File: config.mk
export PLATFORM = sky130hd
export DESIGN_NAME = trigger_channel_arbiter
export DESIGN_NICKNAME = d
export VERILOG_FILES = /design/src/rtl/trigger_channel_arbiter_pkg.sv /design/src/rtl/trigger_channel_arbiter_rr_pick.sv /design/src/rtl/trigger_channel_arbiter.sv
export SDC_FILE = /design/constraint.sdc
export NUM_CORES = 1
export LEC_CHECK = 0
export ABC_AREA = 1
export BUFFER_PORTS_ARGS = -buffer_cell sky130_fd_sc_hd__clkbuf_2
export CAP_MARGIN = 25
export CORE_AREA = 2 2 73 75
export CTS_CLUSTER_SIZE = 25
export DETAILED_ROUTE_END_ITERATION = 7
export DIE_AREA = 0 0 75 77
export PLACE_DENSITY = 0.81
export RECOVER_POWER = 100
export REMOVE_ABC_BUFFERS = 1
export SETUP_SLACK_MARGIN = 0.4
export SLEW_MARGIN = 5
export SYNTH_ARGS = -nofsm -noshare
export SYNTH_HDL_FRONTEND = slang
export SYNTH_HIERARCHICAL = 1
export SYNTH_SLANG_ARGS = --single-unit
File: constraint.sdc
create_clock -name clk -period 2.84 [get_ports clk]
set_clock_uncertainty 0.1 [all_clocks]
set_input_delay 0.142 -clock clk [delete_from_list [all_inputs] [get_ports clk]]
set_output_delay 0.142 -clock clk [all_outputs]
set_load 0.005 [all_outputs]
File: src/rtl/trigger_channel_arbiter_pkg.sv
// ---------------------------------------------------------------------------
// Package : triggerer_pkg
// Brief   : Shared triggerer constants, arbiter states and output word packing.
// Rev     : 1.0
// ---------------------------------------------------------------------------
`default_nettype none

package triggerer_pkg;

   localparam int NUM_CHANNELS   = 4;
   localparam int CH_ID_WIDTH    = 2;
   localparam int TS_WIDTH       = 22;
   localparam int OUT_WORD_WIDTH = 24;

   typedef enum logic [1:0] {
      IDLE  = 2'd0,
      GRANT = 2'd1,
      POP   = 2'd2
   } arb_state_t;

   // The host decoder splits words as {channel id, timestamp}.
   function automatic logic [OUT_WORD_WIDTH-1:0] pack_word(
      input logic [CH_ID_WIDTH-1:0] ch_id,
      input logic [TS_WIDTH-1:0]    ts
   );
      return {ch_id, ts};
   endfunction

endpackage

`default_nettype wire

File: src/rtl/trigger_channel_arbiter_rr_pick.sv
// ---------------------------------------------------------------------------
// Module : rr_pick
// Brief  : Combinational round-robin search, first eligible after last.
// Rev    : 1.0
// ---------------------------------------------------------------------------
`default_nettype none

module rr_pick #(
   parameter int N_REQ    = 4,
   parameter int ID_WIDTH = 2
) (
   input  logic [N_REQ-1:0]    eligible,
   input  logic [ID_WIDTH-1:0] last,
   output logic                found,
   output logic [ID_WIDTH-1:0] pick
);

   logic [ID_WIDTH-1:0] idx;

   // Walk last+1 .. last+N_REQ with explicit wrap so non-power-of-two counts work.
   always_comb begin
      found = 1'b0;
      pick  = '0;
      idx   = last;
      for (int k = 0; k < N_REQ; k++) begin
         idx = (idx == ID_WIDTH'(N_REQ - 1)) ? '0 : idx + 1'b1;
         if (!found && eligible[idx]) begin
            found = 1'b1;
            pick  = idx;
         end
      end
   end

endmodule

`default_nettype wire

File: src/rtl/trigger_channel_arbiter.sv
// ---------------------------------------------------------------------------
// Module : trigger_channel_arbiter
// Brief  : Round-robin share of the serial output shifter among channel queues.
// Rev    : 1.0
// ---------------------------------------------------------------------------
`default_nettype none

module trigger_channel_arbiter
   import triggerer_pkg::*;
(
   input  logic                               clk,
   input  logic                               rst_n,
   input  logic [NUM_CHANNELS-1:0]            ch_valid,
   input  logic [NUM_CHANNELS*TS_WIDTH-1:0]   ch_data,
   input  logic [NUM_CHANNELS-1:0]            ch_enable,
   input  logic                               word_fetched,
   output logic [NUM_CHANNELS-1:0]            ch_pop,
   output logic [OUT_WORD_WIDTH-1:0]          word_to_tx,
   output logic                               dat_rdy,
   output logic [CH_ID_WIDTH-1:0]             grant_id,
   output logic                               underrun
);

   arb_state_t                  state_q, state_d;
   logic [CH_ID_WIDTH-1:0]      grant_id_q, grant_id_d;
   logic [CH_ID_WIDTH-1:0]      last_q, last_d;
   logic [OUT_WORD_WIDTH-1:0]   word_q, word_d;
   logic                        underrun_q, underrun_d;

   logic [NUM_CHANNELS-1:0]     eligible;
   logic                        found;
   logic [CH_ID_WIDTH-1:0]      pick;
   logic [TS_WIDTH-1:0]         pick_ts;

   assign eligible = ch_valid & ch_enable;

   rr_pick #(
      .N_REQ    (NUM_CHANNELS),
      .ID_WIDTH (CH_ID_WIDTH)
   ) u_rr_pick (
      .eligible (eligible),
      .last     (last_q),
      .found    (found),
      .pick     (pick)
   );

   always_comb begin
      pick_ts = '0;
      for (int i = 0; i < NUM_CHANNELS; i++) begin
         if (pick == CH_ID_WIDTH'(i)) begin
            pick_ts = ch_data[i*TS_WIDTH +: TS_WIDTH];
         end
      end
   end

   always_ff @(posedge clk or negedge rst_n) begin
      if (!rst_n) begin
         state_q    <= IDLE;
         grant_id_q <= '0;
         last_q     <= CH_ID_WIDTH'(NUM_CHANNELS - 1);
         word_q     <= '0;
         underrun_q <= 1'b0;
      end else begin
         state_q    <= state_d;
         grant_id_q <= grant_id_d;
         last_q     <= last_d;
         word_q     <= word_d;
         underrun_q <= underrun_d;
      end
   end

   always_comb begin
      state_d    = state_q;
      grant_id_d = grant_id_q;
      last_d     = last_q;
      word_d     = word_q;
      underrun_d = underrun_q;

      // A fetch with nothing presented means the shifter sent a stale word.
      if (word_fetched && (state_q != GRANT)) begin
         underrun_d = 1'b1;
      end

      case (state_q)
         IDLE: begin
            if (found) begin
               grant_id_d = pick;
               last_d     = pick;
               word_d     = pack_word(pick, pick_ts);
               state_d    = GRANT;
            end
         end
         GRANT: begin
            if (word_fetched) begin
               state_d = POP;
            end
         end
         POP: begin
            // Holdoff cycle: the queue head updates before the next decision.
            state_d = IDLE;
         end
         default: begin
            state_d = IDLE;
         end
      endcase
   end

   always_comb begin
      ch_pop = '0;
      if (state_q == POP) begin
         for (int i = 0; i < NUM_CHANNELS; i++) begin
            ch_pop[i] = (grant_id_q == CH_ID_WIDTH'(i));
         end
      end
   end

   assign dat_rdy    = (state_q == GRANT);
   assign word_to_tx = word_q;
   assign grant_id   = grant_id_q;
   assign underrun   = underrun_q;

endmodule

`default_nettype wire

# Yosys cells after proc, flatten, opt, wreduce, memory -nomap -nowiden
# Index checks and enable logic that the tools add are counted.
# classes
add_sub_neg	4
n_mul	0
div_mod_pow	0
n_lt_le_gt_ge	4
eq_ne	15
shift	0
mux	28
bitwise	1
reduce_logical	12
# ops
op	count
$mux W22	4
$mux W2	10
$eq A2 B2 Y1 const B	9
$lt A2 B3 Y1 const B	4
$add A2 B1 Y2 const B	4
$bmux W1 S2	4
$mux W1	8
$eq A2 B1 Y1 const B	3
$logic_not A2 Y1	3
$and A4 B4 Y4	1
$logic_and A1 B1 Y1	4
$mux W4	1
$ne A2 B2 Y1 const B	2
$pmux W2 S2	1
$reduce_and A2 Y1	2
$logic_not A1 Y1	3
$ne A2 B1 Y1 const B	1
# totals
regBits	31
latchBits	0
ramBits	0
mem_bits_ro	0
inputBits	99
output_inout_bits	32
wordCells	69
mem_count	0

# Longest topological paths before layout
# depth
word_depth	19
ltp_mapped	18
ltp_nobuf	16

# Cells and area by module
# The synthesis kept the hierarchy.
# modules_own_cells
module	n_inst	cells_per_inst	area_each_um2	seq_area_each_um2
trigger_channel_arbiter	1	283	1800.5	728.2
rr_pick	1	72	352.8	0.0

# Worst setup path after synthesis
# Ideal clock, no wire load.
# synth_timing
path_type	flip-flop to flip-flop
start	register last_q[0]
end	register word_q[10], in the netlist word_to_tx[10]
arrival_ns	2.126
required_time_ns	2.624
setup_slack_ns	0.497
stages_incl_launch_ff	18
path_buffers	3
synth_period_minus_slack_ns	2.343
cell_sequence	dfstp_2 > ha_1 > inv_1 > nand2_2 > buf_6 > nand2_1 > nand3_1 > nand2_1 > nand3_1 > nor2_1 > nor2_1 > nand2_1 > buf_2 > buf_2 > o21ai_0 > nand3_1 > nand2_1 > nand2_1
# synth_between
elab_chain_cells	19
word_cells_on_any_way	43
cone_classes	4 x add/sub; 7 x eq/ne; 24 x mux; 8 x reduce/logical
# synth_rtl
element	line	rtl
start, declared	trigger_channel_arbiter.sv:26	logic [CH_ID_WIDTH-1:0] last_q, last_d;
start signal, assigned	trigger_channel_arbiter.sv:60	last_q <= CH_ID_WIDTH'(NUM_CHANNELS - 1);
start signal, assigned	trigger_channel_arbiter.sv:66	last_q <= last_d;
$add A2 B1 Y2 or $eq A2 B2 Y1 (tied branches)	trigger_channel_arbiter_rr_pick.sv:26	idx = (idx == ID_WIDTH'(N_REQ - 1)) ? '0 : idx + 1'b1;
$mux W2 (*)	trigger_channel_arbiter_rr_pick.sv:26	
parallel branches: the longest is 11 deep, another holds $add A2 B1 Y2	n/a	
$mux W2 (*)	trigger_channel_arbiter_rr_pick.sv:27	if (!found && eligible[idx]) begin
net pick[0]	trigger_channel_arbiter.sv:32	logic [CH_ID_WIDTH-1:0] pick;
$logic_not A2 Y1	trigger_channel_arbiter.sv:50	if (pick == CH_ID_WIDTH'(i)) begin
$mux W22 (3 in series)	trigger_channel_arbiter.sv:50	
$mux W22 (*)	trigger_channel_arbiter.sv:50	
end signal, assigned	trigger_channel_arbiter.sv:67	word_q <= word_d;
end, declared	trigger_channel_arbiter.sv:27	logic [OUT_WORD_WIDTH-1:0] word_q, word_d;
# Mark *: on every way through the listed nets, which the timed path passes. The select of a mux whose other input is x is not followed.
# A chain may end at the register's enable or synchronous reset.

# Worst setup path after layout
# layout_timing
start	register last_q[1]
end	register word_q[19], in the netlist word_to_tx[19]
# The elaborated chain is that of the path after synthesis.

==> impl_metrics.csv <==
group,metric,value,unit
drt,drt_pass1_iterations,5,
hold_path,holdCritPathClass,"in2reg",
setup_path,critPathTopFamily,"simple AND/OR/NAND/NOR gates",
setup_path,crit_chain,"ha_4 -> inv_4 -> nand2_4 -> buf_6 -> nand2_4 -> nand2_4 -> nand2_4 -> nand2_4 -> nand2_4 -> nor2_4 -> nand3_2 -> nand2_1 -> buf_8 -> clkinvlp_4 -> nand3_2 -> nand3_2 -> nand2_2 -> nand2_2",
global_routing,grt_pass1_vias,2639,
final_layout,finalNetCount,590,
setup_path,crit_fanout,8,
timing,fmax,387,MHz
setup_path,crit_path_top_delay_cell,"dfstp_2",
global_routing,grt_first_pass_wirelength,11300,µm
synthesis,yosysSeqAreaShare,0.338,
final_layout,area_growth,48.7,%
synthesis,synthTopCellsByArea,"dfrtp_1, nand2_1, nand3_1, nor2_1, o21ai_0",
setup_path,reg2reg_from,"last_q[1]",
global_routing,grt_max_degree,46,
timing,setup_viol,0,
synthesis,synth_top_area_share,0.314,
setup_path,cpPeakStageDelay,0.57,ns
drt,ant_nets,0,
synthesis,syn_area,2150,µm²
synthesis,synth_area_per_cell,6.07,µm²
timing,holdWs,0.0611,ns
setup_path,crit_buf_inv,4,
timing,slew_violations,30,
setup_path,cp-startpoint,"last_q[1]",
setup_path,cp_num_cells,18,
global_routing,grt-ovfl-total,0,
setup_path,reg2reg_depth,18,
timing,finalCritPeriodShare,0.910,
timing,min_period,2.58,ns
placement,dp_slack,0.133,ns
setup_path,end_kind,"flop",
cts,htree_levels,2,
drt,via_per_inst,5.06,
timing,finalHoldViolCount,0,
die,die_area,5780,µm²
die,coreArea,4980,µm²
cts,cts_tree,"done",
timing,slew-limit-headroom,-0.0808,
timing,setup_tns,0,ns
setup_path,cp-start-kind,"flop",
drt,drc,0,
synthesis,synth-seq-cells,29,
die,die_w,75,µm
global_routing,grt_use_total,0.248,
outcome,violations,"capacitance limit, slew limit",
cts,root_buffer,"clkbuf_8",
setup_path,r2r_slack,0.26,ns
timing,rsz0062_at_grt,"true",
synthesis,netlist_instances,355,
job,maxCapViolCount,1,
cts,clk_path_buf_depth,2,
cts,clk_pin_slew,0.07,ns
final_layout,nFillCells,456,
synthesis,synth_top_area_cell,"dfrtp_1",
die,start_util,0.433,
setup_path,crit_arrival,2.67,ns
setup_path,crit_type,"reg2reg",
pwr,irDropWorstVdd,1.22,mV
placement,routabilityCongestion,0.858,
drt,wl_per_cell,13.2,µm
synthesis,synth_cell_types,21,
timing,timing.final.ws_setup,0.256,ns
outcome,outcome,"finished, violations left",
final_layout,drive_gt1_frac,0.354,
global_routing,antenna_found_initial,0,
die,die_height,77,µm
drt,routed_wl,7410,µm
die,rows,26,
setup_path,crit_required,2.92,ns
cts,clock_sinks,29,
cts,insertion_delay,0.28,ns
timing,worst_slew_pin_slew,1.62,ns
drt,vias,2840,
placement,io_buffers,130,
setup_path,cpMostUsedCell,"nand2_4",
cts,numCtsBuffers,5,
setup_path,r2r-end,"word_to_tx[19]",
final_layout,antenna_cells,0,
die,ioPinCount,131,
synthesis,ys_warn_count,6,
placement,place_hpwl,5100,µm
pwr,leakage,1.82,nW
pwr,total_power,5.18,mW
pwr,p_per_area,1620,nW/µm²
setup_path,crit_end,"word_to_tx[19]",
drt,drt_iter0_drc,199,
==> how the worst min path moves through the flow <==
stage / cells past startpoint / slack, ns / start / end
after CTS: 5 / 0.05 / ch_data[11] / word_to_tx[11]
after detailed placement: 1 / 0.14 / rst_n / word_to_tx[1]
after global routing: 5 / 0.08 / ch_data[11] / word_to_tx[11]
final: 5 / 0.06 / ch_data[11] / word_to_tx[11]
after global placement: 1 / 0.13 / rst_n / word_to_tx[1]
after floorplan: 0 / -0.25 / rst_n / grant_id[0]
==> layout make-up <==
cell class | count | area [µm²] | share of cell area
clock inverters | 3 | 17.5 | 0.00547
flip-flops and latches | 29 | 728 | 0.227
repair inverters | 1 | 7.51 | 0.00234
clock buffers | 5 | 68.8 | 0.0215
inverters | 21 | 91.3 | 0.0285
multi-input cells | 284 | 1370 | 0.429
repair buffers | 148 | 827 | 0.258
well taps | 70 | 87.6 | 0.0274
==> tightest hold or removal path: cells and delay by family <==
kind                   cells  cell delay [ns]
AND/OR/NAND/NOR            4             0.19
buffers and inverters      1             0.07
==> repair_timing <==
item / in CTS / in global routing
endpoints found under the hold margin: 29 / 0
pin swaps: 2 / 13
gates cloned: 1 / 1
hold buffers: 2 / 0
endpoints found under the setup margin: 22 / 24
buffers inserted: 5 / 3
gates resized for setup: 17 / 33
==> report_power, final <==
part	leakage (nW)	switching [mW]	internal (mW)	total (mW)
Sequential	0.354	0.117	0.638	0.755
Clock	0.0439	0.175	0.169	0.344
Combinational	1.42	2.54	1.54	4.09
==> through the flow <==
stage	util	instances	cell area (µm²)
2_1_floorplan	-	334	2040
3_5_place_dp	0.571	541	2840
4_1_cts	0.613	557	3050
5_1_grt	0.643	561	3200
3_3_place_gp	0.571	541	2840
6_report	0.643	561	3200
==> registers in the layout, summed over array words and instances (netlist names) <==
| register | flops |
|---|---|
| last_q | 2 |
| grant_id | 2 |
| state_q | 2 |
| underrun | 1 |
| word_to_tx | 22 |
==> cell usage after synthesis (all sizes together) <==
cell type	instances
nor2	52
o21ai	27
ha	1
nand3	55
or2	1
o21bai	1
dfrtp	27
clkbuf	5
nor3	4
nand2	142
buf	16
inv	21
dfstp	2
nand4	1
==> routing by layer <==
metal / wire length (µm) / GRT usage / part of all wire / vias up
li1: - / - / - / 1389
met1: 2970 / 0.302 / 0.40 / 1265
met2: 3600 / 0.408 / 0.49 / 163
met3: 641 / 0.0578 / 0.087 / 23
met4: 195 / 0.109 / 0.026 / 0
met5: 0 / 0 / 0 / -
==> cells in the final DEF, fill, tap and decap left out, drive strengths merged <==
cell	instances
nand3	55
nor3	4
nand4	1
dfstp	2
nand2	142
clkinvlp	4
ha	1
o21ai	27
inv	19
clkinv	2
clkbuf	135
nor2	52
dlygate4sd3	2
o21bai	1
buf	16
or2	1
dfrtp	27
==> kinds of logic (layout without fill, tap and decap cells) <==
group | after synthesis | after routing | synth area share
AO/OA/AOI/OAI | 28 | 28 | 0.0662
adder cells (fa/ha/maj) | 1 | 1 | 0.00581
buffers and inverters | 42 | 178 | 0.0901
flip-flops | 29 | 29 | 0.338
AND/OR/NAND/NOR | 255 | 255 | 0.500
Note: power is estimated with default switching activity, not from simulation.
